### config.mk
export PLATFORM = sky130hd
export DESIGN_NAME = jk_universal_register
export DESIGN_NICKNAME = d
export VERILOG_FILES = /design/src/rtl/jk_universal_register.sv
export SDC_FILE = /design/constraint.sdc
export NUM_CORES = 1
export LEC_CHECK = 0
export CAP_MARGIN = 40
export CORE_ASPECT_RATIO = 0.5
export CORE_MARGIN = 1.5
export CORE_UTILIZATION = 46
export DETAILED_ROUTE_END_ITERATION = 7
export PLACE_DENSITY = 0.89
export SETUP_SLACK_MARGIN = 0.3
export SLEW_MARGIN = 20
export SYNTH_ARGS = -nofsm -noshare
export SYNTH_HDL_FRONTEND = slang
export SYNTH_SLANG_ARGS = --single-unit
export TNS_END_PERCENT = 20
### constraint.sdc
create_clock -name i_clk -period 3.01 [get_ports i_clk]
set_input_delay 0.301 -clock i_clk [delete_from_list [all_inputs] [get_ports i_clk]]
set_output_delay 0.301 -clock i_clk [all_outputs]
set_load 0.01 [all_outputs]
### src/rtl/jk_universal_register.sv
// ---------------------------------------------------------------------------
// jk_universal_register
//
// Purpose:
//   WIDTH-bit register bank with per-bit JK flip-flop behaviour. A 3-bit mode
//   selects between hold, per-bit JK update, parallel load, shift left/right,
//   up/down count and whole-word toggle. It is the parametrised, multi-bit
//   form of a single JK flip-flop, and the Q/Qbar pair behaves the same way.
//
// Parameters:
//   WIDTH      register width in bits (>= 2)
//   RESET_VAL  value loaded into Q on reset (zero-extended or truncated to WIDTH)
//
// Ports:
//   i_clk       clock; all state updates happen on the rising edge
//   i_n_reset   synchronous reset, active-low, sampled on the rising edge
//   i_en        clock enable; 0 holds Q (Wrap and ShiftOut still clear)
//   i_mode      operation select: HOLD, JK, LOAD, SHL, SHR, UP, DOWN, TOGGLE
//   i_j         per-bit J inputs; also the parallel-load data in LOAD mode
//   i_k         per-bit K inputs
//   i_ser_in    serial input for the shift modes
//   o_q         register state
//   o_qbar      bitwise complement of o_q (derived from o_q, never stored)
//   o_wrap      registered one-cycle pulse: the counter wrapped on the last edge
//   o_shift_out registered bit shifted out on the last shift edge
//   o_tc        combinational terminal count: the next count edge will wrap
// ---------------------------------------------------------------------------
module jk_universal_register #(
    parameter int          WIDTH     = 8,
    parameter logic [63:0] RESET_VAL = 64'd0
) (
    input  logic             i_clk,
    input  logic             i_n_reset,
    input  logic             i_en,
    input  logic [2:0]       i_mode,
    input  logic [WIDTH-1:0] i_j,
    input  logic [WIDTH-1:0] i_k,
    input  logic             i_ser_in,
    output logic [WIDTH-1:0] o_q,
    output logic [WIDTH-1:0] o_qbar,
    output logic             o_wrap,
    output logic             o_shift_out,
    output logic             o_tc
);

    localparam logic [2:0] MODE_HOLD   = 3'b000;
    localparam logic [2:0] MODE_JK     = 3'b001;
    localparam logic [2:0] MODE_LOAD   = 3'b010;
    localparam logic [2:0] MODE_SHL    = 3'b011;
    localparam logic [2:0] MODE_SHR    = 3'b100;
    localparam logic [2:0] MODE_UP     = 3'b101;
    localparam logic [2:0] MODE_DOWN   = 3'b110;
    localparam logic [2:0] MODE_TOGGLE = 3'b111;

    localparam logic [WIDTH-1:0] RST_Q    = WIDTH'(RESET_VAL);
    localparam logic [WIDTH-1:0] ALL_ONES = {WIDTH{1'b1}};
    localparam logic [WIDTH-1:0] ALL_ZERO = {WIDTH{1'b0}};
    localparam logic [WIDTH-1:0] ONE      = {{(WIDTH-1){1'b0}}, 1'b1};

    logic [WIDTH-1:0] r_q;
    logic             r_wrap;
    logic             r_shift_out;

    logic [WIDTH-1:0] w_q_next;
    logic             w_wrap_next;
    logic             w_shift_next;
    logic             w_at_ones;
    logic             w_at_zero;

    assign w_at_ones = (r_q == ALL_ONES);
    assign w_at_zero = (r_q == ALL_ZERO);

    // Next-state selection; Wrap and ShiftOut default to 0 so they are pulses
    always_comb begin
        w_q_next     = r_q;
        w_wrap_next  = 1'b0;
        w_shift_next = 1'b0;
        if (i_en) begin
            case (i_mode)
                MODE_HOLD: begin
                    w_q_next = r_q;
                end
                MODE_JK: begin
                    // Characteristic equation Q+ = J&~Q | ~K&Q, applied per bit
                    w_q_next = (i_j & ~r_q) | (~i_k & r_q);
                end
                MODE_LOAD: begin
                    w_q_next = i_j;
                end
                MODE_SHL: begin
                    w_q_next     = {r_q[WIDTH-2:0], i_ser_in};
                    w_shift_next = r_q[WIDTH-1];
                end
                MODE_SHR: begin
                    w_q_next     = {i_ser_in, r_q[WIDTH-1:1]};
                    w_shift_next = r_q[0];
                end
                MODE_UP: begin
                    w_q_next    = r_q + ONE;
                    w_wrap_next = w_at_ones;
                end
                MODE_DOWN: begin
                    w_q_next    = r_q - ONE;
                    w_wrap_next = w_at_zero;
                end
                MODE_TOGGLE: begin
                    w_q_next = ~r_q;
                end
                default: begin
                    w_q_next = r_q;
                end
            endcase
        end else begin
            w_q_next = r_q;
        end
    end

    // State register with synchronous active-low reset overriding En and Mode
    always_ff @(posedge i_clk) begin
        if (!i_n_reset) begin
            r_q         <= RST_Q;
            r_wrap      <= 1'b0;
            r_shift_out <= 1'b0;
        end else begin
            r_q         <= w_q_next;
            r_wrap      <= w_wrap_next;
            r_shift_out <= w_shift_next;
        end
    end

    // Terminal count looks only at Mode and Q, deliberately ignoring En
    always_comb begin
        o_tc = 1'b0;
        if (i_mode == MODE_UP) begin
            o_tc = w_at_ones;
        end else if (i_mode == MODE_DOWN) begin
            o_tc = w_at_zero;
        end else begin
            o_tc = 1'b0;
        end
    end

    assign o_q         = r_q;
    assign o_qbar      = ~r_q;
    assign o_wrap      = r_wrap;
    assign o_shift_out = r_shift_out;

endmodule

======== Yosys cells after proc, flatten, opt, wreduce, memory -nomap -nowiden ========
Cells that the tools add are included.
Widths: inputs -> output; s select.
operators by class
  $add $sub $neg .......................... 2
  eq/ne operators ......................... 8
  multiplexer cells ....................... 5
  bitwise operators ....................... 6
  reduce and logical (&&, ||, !) cells .... 4
operators with widths
  operator             count
  $pmux 8 s7           1
  $and 8x8->8          2
  $not 8->8            2
  $eq 3x3->1 const B   4
  $add 8x1->8 const B  1
  $eq 8x8->1 const B   1
  $logic_not 8->1      1
  $or 8x8->8           1
  $sub 8x1->8 const B  1
  $eq 3x2->1 const B   2
  $pmux 1 s2           2
  $reduce_and 2->1     2
  $eq 3x1->1 const B   1
  $logic_not 3->1      1
  $mux 1               2
  $not 1->1            1
storage, ports and cells
  register bits ........................... 10
  input port bits ......................... 23
  output and inout bits ................... 19
  word-level logic and storage cells ...... 28

======== Longest topological paths before layout ========
  word-level depth ........................ 4
  gate-level depth with buffers ........... 10
  mapped depth without buffers ............ 8

======== Worst setup path before layout ========
Ideal clock, no wire load.
  kind .................................... register to register
  start point ............................. register r_q[1], in the netlist o_q[1]
  end point ............................... register r_q[4], in the netlist o_q[4]
  setup time .............................. 0.092 ns
  arrival ................................. 2.243 ns
  required time ........................... 2.918 ns
  path slack .............................. 0.675 ns
  cell stages (with the launch flop) ...... 10
  buffers on the path ..................... 1
  period minus slack after synthesis ...... 2.335 ns
  path through ............................ dfxtp_1 clkbuf_1 inv_1 xnor2_1 ha_1 or3_1 nor3_1 a211oi_1 o221a_1 o32ai_1
between the ends
  longest elaborated chain between the ends .. 2
  elaborated cells between the ends (all ways) .. 3
  classes of those cells .................. add/sub (2); mux (1)
ends and longest elaborated chain
  element                                            line     RTL
  start, declared                                    60       logic [WIDTH-1:0] r_q;
  start signal, assigned                             125      r_q <= w_q_next;
  $sub 8x1->8 / $add 8x1->8 (equally long branches)  103, 99
  $pmux 8 s7 *                                       79       case (i_mode)
Mark *: on every way between the ends. The rest lies on a longest branch, timed or not.
A chain may end at the register's enable or synchronous reset.

======== Worst setup path in the final report ========
  start point ............................. input i_mode[0]
  end point ............................... output o_tc
between the ends
  longest elaborated chain between the ends .. 3
  elaborated cells between the ends (all ways) .. 4
  classes of those cells .................. eq/ne (2); mux (2)
ends and longest elaborated chain
  element          line  RTL
  start, declared  35    input logic [2:0] i_mode,
  $eq 3x3->1       136   end else if (i_mode == MODE_DOWN) begin
  $mux 1           136
  $mux 1 *         134   if (i_mode == MODE_UP) begin
  end, declared    43    output logic o_tc
Marks and branches as above.

==> summary by stage <==
Status
The flow ran to the end, and the final reports show no timing, DRC or antenna violations.

Route
The number of vias per cell after detailed routing is ~6.7. The residual antenna-violating net count after detailed routing is 0. The final layout contains routed wiring with a total length of 4.49 mm.

The number of design rule violations left after detail routing is 0. The routed layout has 1688 vias. The detailed router finished its first iteration with roughly 330 violations.

The total iterations of the first detailed-routing run is 5. After detailed routing, the average wire length per cell comes to 17.9 µm.

Timing
The hold violation count in the final report is 0. Setup slack closes at 0.529 ns. Headroom to the max-slew limit came out at 53.4%. The count of final max-slew check failures is 0. The peak clock frequency supported by timing is 403 MHz.

Setup repair after global routing left no endpoint under its margin. On the final layout, the worst clock skew is roughly 0.0037 ns. The portion of the clock cycle consumed by the worst path in the final layout is 82.4%. The final sum of negative setup slack is 0 ns.

Setup violations remaining at the end of the flow were counted as 0. At the pin with the least slew margin, the transition time is 0.696 ns. The minimum clock period after layout is 2.48 ns.

Place
In this run the cell area measured after placement is 0.00164 mm². During placement, the flow inserted port buffers numbering between 40 and 50. The placed wire-length estimate is 3.14 mm. The post-place setup slack is 0.430 ns. The congestion estimate from routability-driven global placement came to 0.962.

Synthesis
In this run the biggest area consumer among cell types represents 16.4% of the synthesized area. After Yosys synthesis, XOR and XNOR cells account for 2.15% of the synthesized area. The share of synthesized cell area in and, or, nand and nor gates is between 20 and 30%. The dominant combinational cell family by area after synthesis is compound AO/OA/AOI/OAI gates. The cell area after synthesis is 0.00122 mm².

Ranked by total cell area, the synthesized netlist is headed by sky130_fd_sc_hd__dfxtp_1 16%, sky130_fd_sc_hd__a221oi_1 6.5%, sky130_fd_sc_hd__nand2_1 6.1%. Summing the areas of all compound-gate instances in the mapped netlist gives 39.8% of the synthesized area. The number of warnings printed during yosys synthesis is 0. In the synthesized netlist, the number of instances is around 180. The net count after synthesis is 207. Summing the areas of all fa, ha and maj instances in the mapped netlist gives between 1 and 1.5% of the synthesized area. The total of flip-flops plus latches after synthesis is 10.

The multiplexer fraction of the synthesized cell area is between 2 and 2.5%. The number of library cell types mapped by synthesis is 45. The part of the Yosys area used for sequential elements is between 15 and 20%. The mean cell area of the mapped netlist is 6.67 µm². The cell accounting for the most synthesized area is sky130_fd_sc_hd__dfxtp_1.

Final layout
The top cell types in the final layout, fill and taps aside, are 41 x sky130_fd_sc_hd__clkdlybuf4s50_1, 20 x sky130_fd_sc_hd__nand2_1, 15 x sky130_fd_sc_hd__nor2_1. After filler insertion, the fill cell instance count of the layout stands at 198. The final standard cell utilization of the core is 72.1%.

The design area is about 0.0017 mm². The synthesis-to-finish area growth is 39.1%. The antenna cell count is 0. The library cell used most frequently in the layout, excluding fill and tap cells, is sky130_fd_sc_hd__clkdlybuf4s50_1. The number of nets in the layout is around 240. Cells with a size suffix above 1 make up 7.87% of the layout.

Clock tree
The post-CTS repair timing setup buffer count is 0. TritonCTS built the clock tree. The cell sitting at the root of the clock tree is a sky130_fd_sc_hd__clkbuf_8.

The deepest clock path buffer count is 2. The post-cts gate resize count is 0. The later pin in the worst-skew pair is clocked with a latency of 0.24 ns. After clock tree synthesis, the flow added hold-fix buffers numbering 0. The number of clock buffers inserted by TritonCTS is 3.

The number of H-tree levels is 1. The clock input transition at the sequential cells of the worst setup and hold paths is approximately 0.060 ns. For this design, the sink count on the clock tree is 10.

Worst setup path
The setup slack of the worst register-to-register path is around 0.78 ns. The worst-path maximum fanout is 30. The worst setup path is launched from an input port.

At the worst endpoint, the required time is 2.71 ns. The worst setup path is of the in2out kind. The worst setup path is captured at an output pin. The data arrival time of the critical path is 2.18 ns.

Die
The number of I/O pins is 42. The initial standard-cell utilization of the core is 51.8%. The die width is 75.9 µm. The core region is 0.00236 mm². In this run the core area contains 12 standard-cell rows.

The vertical die dimension is approximately 39 µm. The die area is 0.00299 mm².

GRT
For this run, the total global-route usage over all layers was measured as 33.2%. The initial antenna violation count was 0. The first-pass GRT wire length is 7.14 mm. The number of global-route vias before repair came to approximately 1400. The pin count of the biggest net entering global routing is 31. The total grt overflow is 0.

Pwr
The power density over the cells is 363 mW/mm². The maximum vdd drop is between 200 and 250 µV. The overall power is 0.617 mW. The static power due to leakage is roughly 0.60 nW.

Min path
The path type of the worst min-delay path is reg2reg.

Job
Max-cap violations in this run came to 0.
[worst max-delay path, stage by stage]
cell and delay, ns:
sky130_fd_sc_hd__clkdlybuf4s50_1 0.48, sky130_fd_sc_hd__buf_4 0.30, sky130_fd_sc_hd__and3b_1 0.24, sky130_fd_sc_hd__nand3_1 0.10, sky130_fd_sc_hd__mux2i_1 0.18, sky130_fd_sc_hd__clkdlybuf4s50_1 0.57
[metrics by stage]
stage                     hold WS (ns)  cells
after global placement           0.569    247
after detailed placement         0.569    247
after global routing             0.614    251
after CTS                        0.578    251
after floorplan                  0.443    183
final                            0.591    251
[state kept, by name (all words and copies together), names as in the netlist]
name         cells
o_wrap           1
o_shift_out      1
o_q              8
[path summary, 6_finish.rpt]
| path | endpoint | startpoint | cells past startpoint |
|---|---|---|---|
| hold reg to reg | o_q[7] | o_q[7] | 1 |
| hold / removal | o_q[7] | o_q[7] | 1 |
| setup reg to reg | o_q[6] | o_q[0] | 6 |
| setup / recovery | o_tc | i_mode[0] | 6 |
[routing by layer]
layer,global-route usage (%),up-vias,share of wire (%)
met4,7.59,0,1.6
met3,7.97,12,14
li1,-,762,-
met2,47.4,132,43
met5,0,-,0
met1,48.9,782,41
[layout make-up]
class,instances,area [µm²],share of cell area [%]
multi-input cells,143,896,52.7
repair buffers,48,463,27.2
flip-flops and latches,10,200,11.8
clock buffers,4,55.1,3.24
well taps,35,43.8,2.58
inverters,11,41.3,2.43
[kinds of logic after synthesis]
group	count (synthesis)
compound gates	69
xor+xnor	3
fa+ha+maj	1
buf+inv	30
flops	10
mux	3
simple gates	67
[where the power goes]
part           internal [mW]  switching (mW)  total (mW)
Combinational          0.129           0.133       0.262
Clock                  0.116          0.0653       0.181
Sequential             0.143          0.0317       0.174
[cell usage after synthesis (all sizes together)]
cell and count:
a211oi 1, a21boi 1, a21o 1, a21oi 7
a221oi 9, a22oi 3, a311o 1, a311oi 1
a31oi 11, and3 1, and3b 2, and4 1
buf 11, clkbuf 8, dfxtp 10, ha 1
inv 11, mux2i 3, nand2 20, nand3 8
nand3b 2, nand4 2, nor2 15, nor2b 5
nor3 5, nor4 3, o211ai 2, o21ai 16
o21bai 2, o221a 2, o221ai 3, o22ai 1
o2bb2ai 1, o311ai 1, o31a 2, o31ai 2
o32ai 2, or2 1, or3 1, or4 1
xnor2 3
Power figures use the tool's default switching activity.
